$ cat config.mk
export PLATFORM = sky130hd
export DESIGN_NAME = display_scan_ctrl_flat
export DESIGN_NICKNAME = d
export VERILOG_FILES = /design/src/rtl/display_scan_if.sv /design/src/rtl/display_scan_ctrl.sv /design/src/flat_wrapper.sv
export SDC_FILE = /design/constraint.sdc
export NUM_CORES = 1
export LEC_CHECK = 0
export CAP_MARGIN = 20
export CORE_UTILIZATION = 53
export CTS_CLUSTER_SIZE = 10
export DETAILED_ROUTE_END_ITERATION = 10
export GPL_TIMING_DRIVEN = 0
export PLACE_DENSITY_LB_ADDON = 0.25
export SETUP_SLACK_MARGIN = 0.1
export SYNTH_ARGS = -nofsm -noshare
export SYNTH_HDL_FRONTEND = slang
export SYNTH_SLANG_ARGS = --single-unit
$ cat constraint.sdc
create_clock -name clock -period 4.7 [get_ports clock]
set_clock_uncertainty 0.05 [all_clocks]
set_input_delay 0.94 -clock clock [delete_from_list [all_inputs] [get_ports clock]]
set_output_delay 0.94 -clock clock [all_outputs]
set_load 0.02 [all_outputs]
$ cat src/rtl/display_scan_if.sv
// Update handshake between the timekeeping logic and the scan controller.
//   data_in    : candidate display word, [5:0] low field, [11:6] high field
//   update_req : level request, held by the master until update_ack
//   update_ack : one-cycle pulse from the slave, data_in was captured
interface display_scan_if;
    localparam int unsigned WORD_W = 12;

    logic [WORD_W-1:0] data_in;
    logic              update_req;
    logic              update_ack;

    modport master (output data_in, output update_req, input update_ack);
    modport slave  (input data_in, input update_req, output update_ack);
endinterface

$ cat src/rtl/display_scan_ctrl.sv
// Scan sequencer and update controller for a 4-digit, 8-phase seven-segment
// display datapath. Steps a 3-bit phase code at a programmable dwell,
// latches a frame-stable display word and produces a per-digit blink mask.
// Ports:
//   clock       : system clock, all state updates on the rising edge
//   reset       : synchronous active-low reset
//   enable      : 1 = scanning runs, 0 = all state holds
//   upd         : update handshake (data_in / update_req / update_ack)
//   blink_sel   : bit0 blinks the low-field digits, bit1 the high-field digits
//   byte_status : current scan phase 0..7
//   data_show   : latched display word, fields clamped to 0..59
//   digit_mask  : per-digit enable, bit n gates digit n
//   frame_start : one-cycle pulse when byte_status returns to 0
module display_scan_ctrl #(
    parameter int unsigned PRESCALE     = 1000,
    parameter int unsigned BLINK_FRAMES = 64
) (
    input  logic                clock,
    input  logic                reset,
    input  logic                enable,
    display_scan_if.slave       upd,
    input  logic [1:0]          blink_sel,
    output logic [2:0]          byte_status,
    output logic [11:0]         data_show,
    output logic [3:0]          digit_mask,
    output logic                frame_start
);
    localparam int unsigned PS_W      = 10;
    localparam int unsigned FC_W      = 8;
    localparam int unsigned PHASE_W   = 3;
    localparam int unsigned FIELD_W   = 6;
    localparam int unsigned WORD_W    = 2 * FIELD_W;
    localparam int unsigned FIELD_MAX = 59;

    logic [PS_W-1:0]    presc_q, presc_d;
    logic [PHASE_W-1:0] phase_q, phase_d;
    logic [FC_W-1:0]    frame_q, frame_d;
    logic               blink_q, blink_d;
    logic [WORD_W-1:0]  show_q, show_d;
    logic [3:0]         mask_q, mask_d;
    logic               ack_q, ack_d;
    logic               fs_q, fs_d;

    // Saturate one field to the largest legal minutes/seconds value.
    function automatic logic [FIELD_W-1:0] clamp_field(input logic [FIELD_W-1:0] f);
        return (f > FIELD_W'(FIELD_MAX)) ? FIELD_W'(FIELD_MAX) : f;
    endfunction

    // State register.
    always_ff @(posedge clock) begin
        if (!reset) begin
            presc_q <= '0;
            phase_q <= '0;
            frame_q <= '0;
            blink_q <= 1'b1;
            show_q  <= '0;
            mask_q  <= 4'b1111;
            ack_q   <= 1'b0;
            fs_q    <= 1'b0;
        end else begin
            presc_q <= presc_d;
            phase_q <= phase_d;
            frame_q <= frame_d;
            blink_q <= blink_d;
            show_q  <= show_d;
            mask_q  <= mask_d;
            ack_q   <= ack_d;
            fs_q    <= fs_d;
        end
    end

    // Next-state: prescaler, phase, and all frame-boundary work.
    always_comb begin
        presc_d = presc_q;
        phase_d = phase_q;
        frame_d = frame_q;
        blink_d = blink_q;
        show_d  = show_q;
        mask_d  = mask_q;
        ack_d   = 1'b0;
        fs_d    = 1'b0;

        if (enable) begin
            if (presc_q == PS_W'(PRESCALE - 1)) begin
                presc_d = '0;
                phase_d = phase_q + PHASE_W'(1);
                // 7 -> 0 transition is the only point where display state moves.
                if (phase_q == PHASE_W'(7)) begin
                    fs_d = 1'b1;
                    if (upd.update_req) begin
                        show_d = {clamp_field(upd.data_in[WORD_W-1:FIELD_W]),
                                  clamp_field(upd.data_in[FIELD_W-1:0])};
                        ack_d  = 1'b1;
                    end
                    if (frame_q == FC_W'(BLINK_FRAMES - 1)) begin
                        frame_d = '0;
                        blink_d = ~blink_q;
                    end else begin
                        frame_d = frame_q + FC_W'(1);
                    end
                    // Mask uses the post-boundary blink phase.
                    mask_d[1:0] = (blink_sel[0] && !blink_d) ? 2'b00 : 2'b11;
                    mask_d[3:2] = (blink_sel[1] && !blink_d) ? 2'b00 : 2'b11;
                end
            end else begin
                presc_d = presc_q + PS_W'(1);
            end
        end
    end

    assign byte_status    = phase_q;
    assign data_show      = show_q;
    assign digit_mask     = mask_q;
    assign frame_start    = fs_q;
    assign upd.update_ack = ack_q;
endmodule

$ cat src/flat_wrapper.sv
// flat-port wrapper written by rule: the top's interface ports become plain ports
module display_scan_ctrl_flat 
#(
    parameter int unsigned PRESCALE     = 1000,
    parameter int unsigned BLINK_FRAMES = 64
)
  (clock, reset, enable, blink_sel, byte_status, data_show, digit_mask, frame_start, upd_data_in, upd_update_req, upd_update_ack);
  display_scan_if upd_i ();
  input  logic clock;
  input  logic reset;
  input  logic enable;
  input  logic [1:0] blink_sel;
  output logic [2:0] byte_status;
  output logic [11:0] data_show;
  output logic [3:0] digit_mask;
  output logic frame_start;
  input wire logic [$bits(upd_i.data_in)-1:0] upd_data_in;
  input wire logic [$bits(upd_i.update_req)-1:0] upd_update_req;
  output wire logic [$bits(upd_i.update_ack)-1:0] upd_update_ack;
  assign upd_i.data_in = upd_data_in;
  assign upd_i.update_req = upd_update_req;
  assign upd_update_ack = upd_i.update_ack;
  display_scan_ctrl #(.PRESCALE(PRESCALE), .BLINK_FRAMES(BLINK_FRAMES)) u_core (.clock(clock), .reset(reset), .enable(enable), .upd(upd_i), .blink_sel(blink_sel), .byte_status(byte_status), .data_show(data_show), .digit_mask(digit_mask), .frame_start(frame_start));
endmodule
==> flow_metrics.env <==
export IMPL_drc=0
export IMPL_yosysSeqAreaShare_pct=45.4
export IMPL_synth_cell_area_um2=1670
export IMPL_setup_violations=0
export IMPL_ys_types=33
export IMPL_placed_area_um2=2090
export IMPL_numPlacedInstances=268
export IMPL_wl_per_cell_um=13.0
export IMPL_worst_pin_slew_ns=1.02
export IMPL_synth_area_leaders="dfxtp_1 45%, nand2_1 5.4%, o21ai_0 4.2%"
export IMPL_critPathLaunchType="primary input"
export IMPL_dpl_hpwl_mm=2.70
export IMPL_worstPathRequired_ns=4.91
export IMPL_drive_gt1_share_pct=7.33
export IMPL_antenna_found_initial=0
export IMPL_timing_final_crit_share_pct=55.2
export IMPL_drv_cap=0
export IMPL_synth_top_cell_area_share_pct=45.4
export IMPL_dieArea_um2=3390
export IMPL_postRouteAntennaNets=0
export IMPL_grt_pass1_vias=1375
export IMPL_ir_drop_v=0.000222
export IMPL_clock_path_buffers=2
export IMPL_port_buffers=36
export IMPL_grt_max_degree=13
export IMPL_yosys_area_top_type="dfxtp_1"
export IMPL_relSlewSlack_pct=31.6
export IMPL_postLayoutSetupSlackWorst_ns=2.11
export IMPL_synth_main_ff_cell="dfxtp_1"
export IMPL_cts_tree="yes"
export IMPL_p_sw_share_pct=21.0
export IMPL_core_um2=3030
export IMPL_final_area_um2=2170
export IMPL_dp_slack_ns=1.76
export IMPL_yosys_register_bits=38
export IMPL_cts_setup_buffers=0
export IMPL_intPower_uw=452
export IMPL_htree_levels=2
export IMPL_hp_class="reg -> reg"
export IMPL_syn_to_final_growth_pct=29.5
export IMPL_power_switching_uw=120
export IMPL_cts_root_buf="clkbuf_4"
export IMPL_clock_sinks=38
export IMPL_fin_cells=276
export IMPL_synthCells=188
export IMPL_fp_dieW_um=58.2
export IMPL_die_h_um=58.2
export IMPL_async_flop_share_pct=0
export IMPL_leakagePower_uw=0.000743
export IMPL_utilization_pct=71.6
export IMPL_vias=1476
export IMPL_crit_fanout=10
export IMPL_p_seq_share_pct=56.9
export IMPL_cp_data_arrival_time_ns=2.81
export IMPL_comb_power_share_pct=5.3
export IMPL_rows=20
export IMPL_p_clk_share_pct=37.8
export IMPL_antenna_cells=0
export IMPL_slew_violations=0
export IMPL_syn_area_per_cell_um2=8.90
export IMPL_insertion_delay_ns=0.34
export IMPL_crit_path_end_kind="register"
export IMPL_grt_pass1_wl_mm=5.94
export IMPL_tns_ns=0
export IMPL_ys_warnings_count=0
export IMPL_start_util_pct=55.3
export IMPL_firstDrtPassIters=4
export IMPL_nets=253
export IMPL_crit_type="in -> reg"
export IMPL_fillers=229
export IMPL_max_freq_mhz=386
export IMPL_gp_congestion=0.863
export IMPL_run_status="complete, no violations"
export IMPL_grt_total_usage_pct=22.9
export IMPL_cellPowerDensity_nw_per_um2=264
export IMPL_final_hold_violation_count=0
export IMPL_overflow=0
export IMPL_cts_buffers=5
export IMPL_via_per_inst=5.35
export IMPL_drtIter0Drc=82
export IMPL_cts_resized=0
export IMPL_synth_fp_nets=210
export IMPL_clk_pin_slew_worst_paths_ns=0.11
export IMPL_synth_edff_count=0
export IMPL_io_pin_count=39
export IMPL_min_period_ns=2.59
export IMPL_routed_wl_mm=3.59
export IMPL_rsz0062_at_grt="false"
export IMPL_cts_hold_buf=0
registers in the layout (all words and copies together), names as in the netlist:
register / flops
u_core.presc_q: 10
u_core.byte_status: 3
u_core.frame_start: 1
u_core.frame_q: 8
u_core.upd.update_ack: 1
u_core.blink_q: 1
u_core.data_show: 12
u_core.digit_mask: 2
power by group through the flow:
stage	combinational (uW)	clock, uW	sequential (uW)
6_report	30.4	216	326
5_1_grt	33.1	232	326
4_1_cts	30.5	220	326
3_5_place_dp	30.3	0	333
3_3_place_gp	29.5	0	333
2_1_floorplan	13.0	0	333
per-layer routing:
| metal | global-route usage, % | up-vias | wire length (um) |
|---|---|---|---|
| li1 | - | 753 | - |
| met1 | 27.9 | 682 | 1510 |
| met2 | 38.9 | 35 | 1880 |
| met3 | 5.13 | 6 | 154 |
| met4 | 9.52 | 0 | 53 |
| met5 | 0 | - | 0 |
synthesized netlist by cell type (2+ instances only):
master,count
a21oi_1,7
a41oi_1,2
and3_1,3
and4_1,2
buf_4,3
clkbuf_1,8
dfxtp_1,38
ha_1,4
inv_1,3
mux2i_1,5
nand2_1,24
nand2b_1,2
nand3_1,9
nand3b_1,2
nand4_1,7
nand4b_1,3
nor2_1,17
nor3_1,5
nor4_1,3
o211ai_1,4
o21ai_0,14
or3_2,2
or4_1,2
xnor2_1,6
xor2_1,5
cell families (layout without fill, tap and decap cells):
| group | after synthesis | in the layout | synth area share [%] |
|---|---|---|---|
| adder cells (fa/ha/maj) | 4 | 4 | 2.99 |
| XOR/XNOR | 11 | 11 | 5.75 |
| AND/OR/NAND/NOR | 85 | 85 | 28.2 |
| flip-flops | 38 | 38 | 45.4 |
| multiplexers | 5 | 5 | 2.99 |
| AO/OA/AOI/OAI | 30 | 30 | 10.5 |
| buffers and inverters | 15 | 59 | 4.11 |
worst paths after layout:
check | from | cells past startpoint | end | slack, ns
worst max-delay path | upd_update_req | 6 | u_core.data_show[9] | 2.11
worst min-delay path | u_core.data_show[5] | 2 | u_core.data_show[5] | 0.41
worst max register to register | u_core.presc_q[0] | 6 | u_core.data_show[9] | 2.33
worst min register to register | u_core.data_show[5] | 2 | u_core.data_show[5] | 0.41
layout by cell type, fill, tap and decap left out, types with 4 or more instances in the layout:
| cell | Yosys | layout |
|---|---|---|
| a21oi_1 | 7 | 7 |
| clkbuf_1 | 8 | 9 |
| clkbuf_4 | 0 | 5 |
| clkdlybuf4s50_1 | 0 | 36 |
| dfxtp_1 | 38 | 38 |
| ha_1 | 4 | 4 |
| mux2i_1 | 5 | 5 |
| nand2_1 | 24 | 24 |
| nand3_1 | 9 | 9 |
| nand4_1 | 7 | 7 |
| nor2_1 | 17 | 17 |
| nor3_1 | 5 | 5 |
| o211ai_1 | 4 | 4 |
| o21ai_0 | 14 | 14 |
| xnor2_1 | 6 | 6 |
| xor2_1 | 5 | 5 |
critical path, cell delays in order:
cell,delay (ns)
clkdlybuf4s50_1,0.50
nand2_1,0.06
nor4_1,0.66
clkbuf_1,0.40
nand3_1,0.14
o21ai_0,0.10
layout make-up:
class                           count  area [um2]  area share [%]
Multi-Input combinational cell    135         845            38.9
Sequential cell                    38         761            35.1
Timing Repair Buffer               36         360            16.6
Buffer                             12        57.6            2.65
Tap cell                           44        55.1            2.54
Clock buffer                        6        41.3            1.90
Clock inverter                      2        37.5            1.73
Inverter                            3        11.3           0.519
metrics by stage:
step	total power (uW)	hold slack, ns
detailed placement	363	0.402
floorplan	346	0.402
finish	572	0.414
global placement	362	0.396
global route	591	0.438
CTS	576	0.418
No activity file was read; power rests on OpenSTA's default activity.
